## src/rtl/instr_fetch.sv

```systemverilog
// Instruction fetch unit: owns the PC, issues reads to a 1-cycle synchronous
// instruction memory, buffers returned words with their PC in a 2-entry queue
// and hands them to decode over valid/ready. A redirect flushes the queue.
// A request issued on the redirect edge itself is killed when its data returns.
// Optional build macro: IFETCH_PERF_CNT_EN adds fetch/flush performance counters.
module instr_fetch #(
  parameter int  ARCH_WIDTH   = 32,
  parameter int  RAM_DEPTH    = 4096,
  parameter int  RESET_VECTOR = 0,
  localparam int AW           = $clog2(RAM_DEPTH)
) (
  input  logic                  clk,
  input  logic                  rst,
  output logic [AW-1:0]         instr_addr_byte_out,
  input  logic [ARCH_WIDTH-1:0] instr_data_in,
  input  logic                  branch_en_in,
  input  logic [AW-1:0]         branch_addr_in,
  input  logic                  instr_ready_in,
  output logic                  instr_valid_out,
  output logic [ARCH_WIDTH-1:0] instr_out,
  output logic [AW-1:0]         pc_out,
  output logic                  misaligned_out
`ifdef IFETCH_PERF_CNT_EN
  ,
  output logic [31:0]           perf_fetch_cnt_out,
  output logic [31:0]           perf_flush_cnt_out
`endif
);

  typedef enum logic {IDLE, RUN} state_t;

  state_t                state_q, state_d;
  logic [AW-1:0]         pc_q, pc_d;
  logic [AW-1:0]         req_pc_q, req_pc_d;
  logic                  inflight_q, inflight_d;
  logic                  kill_q, kill_d;
  logic                  mis_q, mis_d;
  logic [1:0]            cnt_q, cnt_d;
  logic [ARCH_WIDTH-1:0] qdata_q [2];
  logic [ARCH_WIDTH-1:0] qdata_d [2];
  logic [AW-1:0]         qpc_q [2];
  logic [AW-1:0]         qpc_d [2];

  logic       pop;
  logic       push;
  logic [1:0] occ_left;
  logic       issue;

  // Handshake pop, queue push of returning data and occupancy left after the pop.
  assign pop      = (cnt_q != 2'd0) && instr_ready_in;
  assign push     = inflight_q && !kill_q;
  assign occ_left = cnt_q - {1'b0, pop};

  // Next-state logic: FSM, issue rule, queue update and redirect handling.
  always_comb begin
    state_d    = state_q;
    pc_d       = pc_q;
    req_pc_d   = req_pc_q;
    inflight_d = inflight_q;
    kill_d     = kill_q;
    mis_d      = 1'b0;
    cnt_d      = cnt_q;
    qdata_d    = qdata_q;
    qpc_d      = qpc_q;
    issue      = 1'b0;
    case (state_q)
      IDLE: begin
        state_d = RUN;
      end
      RUN: begin
        // Queue slots left after this pop plus the outstanding request bound issue.
        issue      = ({1'b0, occ_left} + {2'b00, inflight_q}) < 3'd2;
        inflight_d = issue;
        if (inflight_q) kill_d = 1'b0;
        if (issue) req_pc_d = pc_q;
        if (branch_en_in) begin
          // The address sampled on this edge is stale; kill its data if it was issued.
          cnt_d  = 2'd0;
          kill_d = issue;
          pc_d   = {branch_addr_in[AW-1:2], 2'b00};
          mis_d  = |branch_addr_in[1:0];
        end else begin
          if (issue) pc_d = pc_q + AW'(4);
          if (pop) begin
            qdata_d[0] = qdata_q[1];
            qpc_d[0]   = qpc_q[1];
          end
          if (push) begin
            if (occ_left == 2'd0) begin
              qdata_d[0] = instr_data_in;
              qpc_d[0]   = req_pc_q;
            end else begin
              qdata_d[1] = instr_data_in;
              qpc_d[1]   = req_pc_q;
            end
          end
          cnt_d = occ_left + {1'b0, push};
        end
      end
      default: state_d = IDLE;
    endcase
  end

  // State registers; reset returns to IDLE with an empty queue at the reset vector.
  always_ff @(posedge clk or posedge rst) begin
    if (rst) begin
      state_q    <= IDLE;
      pc_q       <= AW'(RESET_VECTOR);
      req_pc_q   <= '0;
      inflight_q <= 1'b0;
      kill_q     <= 1'b0;
      mis_q      <= 1'b0;
      cnt_q      <= 2'd0;
      qdata_q[0] <= '0;
      qdata_q[1] <= '0;
      qpc_q[0]   <= '0;
      qpc_q[1]   <= '0;
    end else begin
      state_q    <= state_d;
      pc_q       <= pc_d;
      req_pc_q   <= req_pc_d;
      inflight_q <= inflight_d;
      kill_q     <= kill_d;
      mis_q      <= mis_d;
      cnt_q      <= cnt_d;
      qdata_q    <= qdata_d;
      qpc_q      <= qpc_d;
    end
  end

  assign instr_addr_byte_out = pc_q;
  assign instr_valid_out     = (cnt_q != 2'd0);
  assign instr_out           = qdata_q[0];
  assign pc_out              = qpc_q[0];
  assign misaligned_out      = mis_q;

`ifdef IFETCH_PERF_CNT_EN
  logic [31:0] fetch_cnt_q;
  logic [31:0] flush_cnt_q;
  logic [1:0]  flush_inc;

  function automatic logic [31:0] sat_add(input logic [31:0] a, input logic [1:0] inc);
    logic [32:0] s;
    s = {1'b0, a} + 33'(inc);
    return s[32] ? 32'hFFFF_FFFF : s[31:0];
  endfunction

  // Discarded words: surviving queue entries plus the returning word on a
  // redirect, otherwise a killed return.
  always_comb begin
    flush_inc = 2'd0;
    if (state_q == RUN && branch_en_in) flush_inc = occ_left + {1'b0, inflight_q};
    else if (kill_q && inflight_q)      flush_inc = 2'd1;
  end

  // Saturating performance counters.
  always_ff @(posedge clk or posedge rst) begin
    if (rst) begin
      fetch_cnt_q <= '0;
      flush_cnt_q <= '0;
    end else begin
      fetch_cnt_q <= sat_add(fetch_cnt_q, {1'b0, pop});
      flush_cnt_q <= sat_add(flush_cnt_q, flush_inc);
    end
  end

  assign perf_fetch_cnt_out = fetch_cnt_q;
  assign perf_flush_cnt_out = flush_cnt_q;
`endif

endmodule

```

## config.mk

```make
export PLATFORM = sky130hd
export DESIGN_NAME = instr_fetch
export DESIGN_NICKNAME = d
export VERILOG_FILES = /design/src/rtl/instr_fetch.sv
export SDC_FILE = /design/constraint.sdc
export NUM_CORES = 1
export LEC_CHECK = 0
export BUFFER_PORTS_ARGS = -buffer_cell sky130_fd_sc_hd__buf_4
export CAP_MARGIN = 5
export CORE_UTILIZATION = 48
export DETAILED_ROUTE_END_ITERATION = 10
export PLACE_DENSITY = 0.82
export SLEW_MARGIN = 20
export SYNTH_ARGS = -nofsm -noshare
export SYNTH_HDL_FRONTEND = slang
export SYNTH_SLANG_ARGS = --single-unit
```

## constraint.sdc

```tcl
create_clock -name clk -period 3.9 [get_ports clk]
set_clock_uncertainty 0.05 [all_clocks]
set_input_delay 0.195 -clock clk [delete_from_list [all_inputs] [get_ports clk]]
set_output_delay 0.195 -clock clk [all_outputs]
set_load 0.01 [all_outputs]
```

; Word-level counts from Yosys, hierarchy flattened
; Index checks and enable logic that the tools add are counted.
[totals]
regBits = 118
input_bits = 48
output_inout_bits = 58
elab_cells = 46
[op_classes]
n_addsub = 4
order_cmp = 1
muxes = 15
bitwise = 2
reduce_logical = 13
[op_table]
columns = op, count
row1 = 2-to-1 mux 32 bit, 3
row2 = 2-to-1 mux 64 bit, 1
row3 = 2-to-1 mux 12 bit, 5
row4 = 2-to-1 mux 24 bit, 1
row5 = adder 12 x 3 -> 12 bit (second input constant), 1
row6 = AND reduction 2 bit, 4
row7 = nonzero test 2 bit, 3
row8 = 2-to-1 mux 1 bit, 4
row9 = AND reduction 4 bit, 1
row10 = adder 2 x 1 -> 3 bit, 1
row11 = < comparator 3 x 2 -> 1 bit (second input constant), 1
row12 = adder 2 x 1 -> 2 bit, 1
row13 = logical AND 1 bit, 2
row14 = zero test 2 bit, 1
row15 = 2-to-1 mux 2 bit, 1
row16 = NOT 1 bit, 2
row17 = OR reduction 2 bit, 1
row18 = subtractor 2 x 1 -> 2 bit, 1
row19 = zero test 1 bit, 1

; Depth between registers and ports, before layout
; Gate-level depths: netlist (run 1).
[depth]
ltp_word = 7
mapped_depth = 6
ltp_nobuf = 6

; Worst setup path after synthesis (run 1)
; OpenSTA, ideal clock, no wires.
[synth_path]
path_type = reg-to-reg
from = reg kill_q
to = reg qdata_q (netlist bit instr_out[10])
t_arrival_ps = 1686
required_ps = 3725
slack_ps = 2039
stages_incl_launch_ff = 6
path_cell_list = dfrtp_1 > nand2b_1 > nor3_4 > buf_4 > mux2_2 > mux2_4
[synth_via]
elab_chain_len = 3
[synth_lines]
columns = item, line
row1 = "start, declared", 36  ; logic kill_q, kill_d;
row2 = "start signal, assigned", 123  ; kill_q <= kill_d;
row3 = zero test 1 bit, 51  ; assign push = inflight_q && !kill_q;
row4 = logical AND 1 bit, 51
row5 = 2-to-1 mux 64 bit, 88  ; if (push) begin
row6 = "end signal, assigned", 126  ; qdata_q <= qdata_d;
row7 = "end, declared", 39  ; logic [ARCH_WIDTH-1:0] qdata_q [2];
; No other way between the ends.
; A chain may end at the register's enable or synchronous reset.

; Worst setup path after layout (run 1)
[layout_path]
from = reg cnt_q[1]
to = reg qdata_q (netlist bit instr_out[5])
[layout_via]
elab_chain_len = 6
word_cells_on_any_way = 7
classes_between = add/sub (1) / mux (3) / reduce/logical (3)
[layout_lines]
columns = item, line
row1 = "start, declared", 38  ; logic [1:0] cnt_q, cnt_d;
row2 = "start signal, assigned", 125  ; cnt_q <= cnt_d;
row3 = nonzero test 2 bit, 50  ; assign pop = (cnt_q != 2'd0) && instr_ready_in;
row4 = logical AND 1 bit, 50
row5 = subtractor 2 x 1 -> 2 bit, 52  ; assign occ_left = cnt_q - {1'b0, pop};
row6 = zero test 2 bit, 89  ; if (occ_left == 2'd0) begin
row7 = 2-to-1 mux 32 bit, 89
row8 = 2-to-1 mux 64 bit (*), 88
; Mark *: on every way between the ends. The rest lies on a longest branch, timed or not.

==> results of run 1 <==
-- worst max-delay path, cell delays in order, from the launching register on --
cell and delay, ns:
dfrtp_1 0.52, o21a_1 0.28, o21bai_4 0.39, buf_4 0.58, mux2_2 0.39
-- placed cells by master, fill, tap and decap left out, types with 2 or more instances in the layout --
master     synthesis  routed
clkbuf_16          0       9
nor2b_1            3       3
a2bb2oi_1          2       2
o21ai_1            3       2
inv_6              0       4
mux2i_1            4       4
mux2_1             3       3
dfrtp_1          112     112
o22ai_1            3       3
inv_1              7       6
mux2_2            94      94
or2_2              2       2
nand2_1           11      11
nor3_1             4       4
a31oi_1            2       2
o41ai_1            2       2
and2_1             4       4
nand3_1            6       6
mux2_4            36      36
ha_1               2       2
o21ai_0           10      10
a21oi_1            3       3
o2bb2ai_1          2       2
nand2b_1           4       4
conb_1             2       3
o31ai_1            4       4
o21a_1             4       4
nor2_1            10      10
buf_4             50     107
o211ai_1           2       2
-- synthesized netlist by cell type (3+ instances only) --
cell	n	area, µm²
o31ai_1	4	30.0
mux2i_1	4	40.0
nand2b_1	4	25.0
nand2_1	11	41.3
nand3_1	6	30.0
clkbuf_1	4	15.0
buf_6	4	45.0
mux2_2	94	1060
mux2_4	36	541
dfrtp_1	112	2800
nor2b_1	3	18.8
a21oi_1	3	15.0
mux2_1	3	33.8
o21ai_0	10	50.1
o22ai_1	3	18.8
o21a_1	4	30.0
buf_2	7	35.0
nor2_1	10	37.5
inv_1	7	26.3
o21ai_1	3	15.0
and2_1	4	25.0
nor3_1	4	20.0
buf_4	50	375
-- area by class of cell --
class	instances	share of cell area
Clock buffer	10	0.0356
Clock inverter	6	0.0113
Multi-Input combinational cell	238	0.359
Tap cell	143	0.0278
Inverter	7	0.00487
Sequential cell	112	0.436
Timing Repair Buffer	107	0.125
-- logic make-up (layout without fill, tap and decap cells) --
kind of cell | count (synthesis) | count (layout) | share of synthesized area
other cells | 2 | 3 | 0.00134
mux | 137 | 137 | 0.299
compound gates | 45 | 45 | 0.0566
simple gates | 51 | 51 | 0.0485
buf+inv | 72 | 130 | 0.0888
fa+ha+maj | 2 | 2 | 0.00447
flops | 112 | 112 | 0.501
-- sequential cells by signal, summed over array words and instances (netlist names) --
signal / count
cnt_q: 2
inflight_q: 1
instr_addr_byte_out: 10
instr_out: 32
kill_q: 1
misaligned_out: 1
pc_out: 12
qdata_q: 32
qpc_q: 10
req_pc_q: 10
state_q: 1
-- how the worst max path moves through the flow --
| stage | startpoint | endpoint | depth (start not counted) |
|---|---|---|---|
| finish | cnt_q[1] | instr_out[5] | 4 |
| global route | cnt_q[1] | instr_out[5] | 4 |
| CTS | cnt_q[1] | instr_out[5] | 4 |
| detailed placement | cnt_q[1] | instr_out[5] | 4 |
| global placement | cnt_q[1] | instr_out[5] | 4 |
| floorplan | rst | cnt_q[0] | 1 |
-- stage by stage --
stage | total power, mW | instance area, µm²
after floorplan | 3.19 | 5600
after global placement | 3.44 | 6120
after detailed placement | 3.52 | 6120
after CTS | 4.46 | 6420
after global routing | 4.69 | 6430
final | 4.42 | 6430
-- metal layers --
layer	vias up	routed length, µm
met5	-	0
met4	0	138
met3	12	555
met2	111	4870
met1	1674	4770
li1	1552	-
-- power groups by stage --
stage	combinational [mW]	clock [mW]	sequential [mW]
final	1.54	0.934	1.95
after global routing	1.68	1.00	2.01
after CTS	1.56	0.956	1.95
after detailed placement	1.56	0	1.96
after global placement	1.50	0	1.93
after floorplan	1.34	0	1.85
==> out/metrics.cfg, run 1 <==
[sta]
tightest_slew_ns = 0.912
finalWorstSetupSlack_ns = 1.58
fin_crit_ns = 2.32
period_share = 0.595
hold_viol_final = 77
max_slew_margin = 0.388
finalMaxSlewViolations = 0
finalSetupTns_ns = 0
rsz0062_at_grt = false
setup_viol = 0
fmaxAchievable_ghz = 0.431
whs_ns = -0.0700

[global_route]
grt_overflow = 0
grt_pass1_vias = 3402
grt.met2_usage = 0.288
use_met3 = 0.0249
grt_pass1_wl_mm = 16.5
gr-usage-met1 = 0.244
grt.busiest_layer = met2
track_usage = 0.179
antenna_found_initial = 0
grt_start_max_net_pins = 86

[status]
violations = DRC, hold timing
outcome = finished, violations left

[detailed_routing]
drt_pass1_iterations = 7
drc_errors = 4
ant_nets = 0
detail_route.wl_per_cell_um = 16.6
drt-initial-drc-count = 179
via_per_inst = 5.38
drt-total-wl_mm = 10.3
vias = 3349

[placed_design]
post-place-ws_ns = 1.56
dp_hpwl_mm = 6.99
dp.cells = 607
gp_congestion = 0.873
portBuffers = 103

[critical_path]
setup.worst_path.start_class = flop
r2r_end = instr_out[5]
arrival_ns = 2.50
r2r-start = cnt_q[1]
cp_max_fo = 32
rr_worst_depth = 4
cp.required_ns = 4.08
r2r_slack_ns = 1.58
crit_path_end_kind = flop
worstSetupPathType = reg -> reg

[final_layout]
fill_cells = 928
drive_above_1_share = 0.542
regArea_mm2 = 0.00280
antennaDiodeCount = 0
layout.nets = 525
final_core_util = 0.565
syn_to_final_growth_pct = 14.9
multi_input_area_mm2 = 0.00231
fin_cells = 623

[power_and_ir_drop]
clockPowerShare = 0.211
p_per_area_mw_per_mm2 = 688
p_leak_nw = 3.13
switching_share = 0.293
p_int_mw = 3.13
comb_power_share = 0.349
p_seq_frac = 0.440
vdd_drop_max_v = 0.000379
power_switching_mw = 1.29

[clock_network]
cts-buffers-inserted = 9
cts_tree = done
cts_sinks = 112
post_cts_buffers = 0
clk_latency_ns = 0.34
cts_resized = 0
clock-root-buffer = clkbuf_16
htreeDepth = 3
clk_path_buf_depth = 2
cts_hold_buffers = 0
cts.clk_slew.worst_paths_ns = 0.08

[floorplan]
die_w_um = 110
fp.dieH_um = 110
coreArea_mm2 = 0.0114
pin_count = 106
start_util = 0.492
dieArea_mm2 = 0.0121
rows = 39

[synthesis]
syn_avg_cell_area_um2 = 13.3
synth.cell_area_mm2 = 0.00559
ys_async_sr_fraction = 1.00
syn_inst = 421
ys_seq_area_frac = 0.501
ys_ff_latch = 112
ys_warn_count = 0
yosys.cell_types.count = 46
synth_edf_count = 0
synthFlopType = dfrtp_1

[job]
maxCapViolCount = 0

[min_path]
holdCritPathClass = in -> async

Note: power is estimated with default switching activity, not from simulation.
==> inputs of run 2 (changes only) <==
==> constraint.sdc (replaced) <==
create_clock -name clk -period 2.3 [get_ports clk]
set_clock_uncertainty 0.05 [all_clocks]
set_input_delay 0.115 -clock clk [delete_from_list [all_inputs] [get_ports clk]]
set_output_delay 0.115 -clock clk [all_outputs]
set_load 0.01 [all_outputs]
==> out/metrics.cfg, run 2 (synthesized netlist as in run 1, its figures left out) <==
[critical_path]
arrival_ns = 2.16
cp.required_ns = 2.47
worstSetupPathType = reg -> reg
crit_path_end_kind = flop
setup.worst_path.start_class = flop
cp_max_fo = 11

[global_route]
grt_pass1_vias = 3586
track_usage = 0.195
grt_pass1_wl_mm = 18.1
antenna_found_initial = 0
grt_overflow = 0
grt_start_max_net_pins = 43

[power_and_ir_drop]
p_int_mw = 5.29
vdd_drop_max_v = 0.000694
p_leak_nw = 3.31
power_mw = 7.56
p_per_area_mw_per_mm2 = 1100
power_switching_mw = 2.27
switching_share = 0.300
p_seq_frac = 0.439
comb_power_share = 0.362
clockPowerShare = 0.198

[sta]
setup_viol = 0
fin_crit_ns = 1.99
fmaxAchievable_ghz = 0.502
period_share = 0.867
tightest_slew_ns = 0.678
finalWorstSetupSlack_ns = 0.307
finalSetupTns_ns = 0
finalMaxSlewViolations = 0
max_slew_margin = 0.547
hold_viol_final = 0
rsz0062_at_grt = false

[final_layout]
final_common_cell = dfrtp_1
antennaDiodeCount = 0
fill_cells = 856
drive_above_1_share = 0.512
fin_cells = 664
multi_input_area_mm2 = 0.00231
layout.nets = 566
syn_to_final_growth_pct = 22.6
mostFrequentLayoutCells = 112 x dfrtp_1, 109 x buf_4, 94 x mux2_2, 36 x mux2_4, 35 x dlygate4sd3_1
regArea_mm2 = 0.00280

[placed_design]
gp_congestion = 0.914
portBuffers = 103
post-place-ws_ns = 0.349
dp.cells = 613
dp_hpwl_mm = 7.33

[detailed_routing]
drt_pass1_iterations = 4
drc_errors = 0
drt-total-wl_mm = 11.1
drt-initial-drc-count = 221
via_per_inst = 5.35
detail_route.wl_per_cell_um = 16.8
ant_nets = 0
vias = 3554

[clock_network]
cts-buffers-inserted = 9
cts_resized = 0
clock-root-buffer = clkbuf_16
clk_path_buf_depth = 2
clk_latency_ns = 0.34
htreeDepth = 3
cts.clk_slew.worst_paths_ns = 0.07
cts_sinks = 112
cts_tree = done

[status]
outcome = completed

[job]
maxCapViolCount = 0

[floorplan]
die_w_um = 110
start_util = 0.492
pin_count = 106
dieArea_mm2 = 0.0121
rows = 39
fp.dieH_um = 110
coreArea_mm2 = 0.0114

[min_path]
holdCritPathClass = in -> reg

run 2: changes by cell type in the layout (fill, tap and decap cells not counted), moves of 2 or more:
cell           delta
clkinv_4          +3
clkinvlp_4        +2
buf_4             +2
dlygate4sd3_1    +35
inv_6             -2
buf_12            +4
run 2: path summary, 6_finish.rpt:
check | from | end | cells past startpoint | slack (ns)
max | inflight_q | instr_out[6] | 5 | 0.31
min | branch_addr_in[2] | instr_addr_byte_out[2] | 3 | 0.01
max reg2reg | inflight_q | instr_out[6] | 5 | 0.31
min reg2reg | pc_out[0] | pc_out[0] | 1 | 0.44
max in group asynchronous | rst | instr_out[21] | 4 | 1.13
min in group asynchronous | rst | misaligned_out | 3 | 0.38
run 2: timing repair:
item,in CTS,in global routing
setup buffers,0,0
hold buffers,35,0
endpoints found under the hold margin,60,0
run 2: metal layers:
| layer | global-route usage | share of wire | up-vias | wire length [µm] |
|---|---|---|---|---|
| met1 | 0.268 | 0.44 | 1766 | 4950 |
| li1 | - | - | 1636 | - |
| met5 | 0 | 0 | - | 0 |
| met2 | 0.314 | 0.48 | 133 | 5340 |
| met4 | 0.0610 | 0.015 | 0 | 168 |
| met3 | 0.0350 | 0.060 | 19 | 671 |
run 2: power groups by stage:
stage               registers, mW  clock network, mW  logic (mW)
CTS                          3.31               1.54        2.76
global route                 3.43               1.63        2.97
floorplan                    3.14                  0        2.27
finish                       3.32               1.50        2.74
global placement             3.28                  0        2.59
detailed placement           3.34                  0        2.69
run 2: critical path: stages, from the launching register on:
cell and delay, ns:
dfrtp_1 0.43, nand2b_1 0.17, nor3_4 0.32, buf_4 0.27
mux2_2 0.35, mux2_2 0.28
run 2: area by class of cell:
class,count,share of cell area
Clock buffer,10,0.0348
Clock inverter,6,0.00748
Inverter,7,0.00438
Multi-Input combinational cell,238,0.337
Sequential cell,112,0.409
Tap cell,143,0.0261
Timing Repair Buffer,148,0.182
run 2: stage by stage:
step	area [µm²]	hold WS, ns	util
after detailed placement	6220	0.214	0.547
after global placement	6220	0.209	0.547
final	6860	0.0122	0.603
after CTS	6860	0.0151	0.603
after global routing	6860	0.0355	0.603
after floorplan	5600	0.190	-
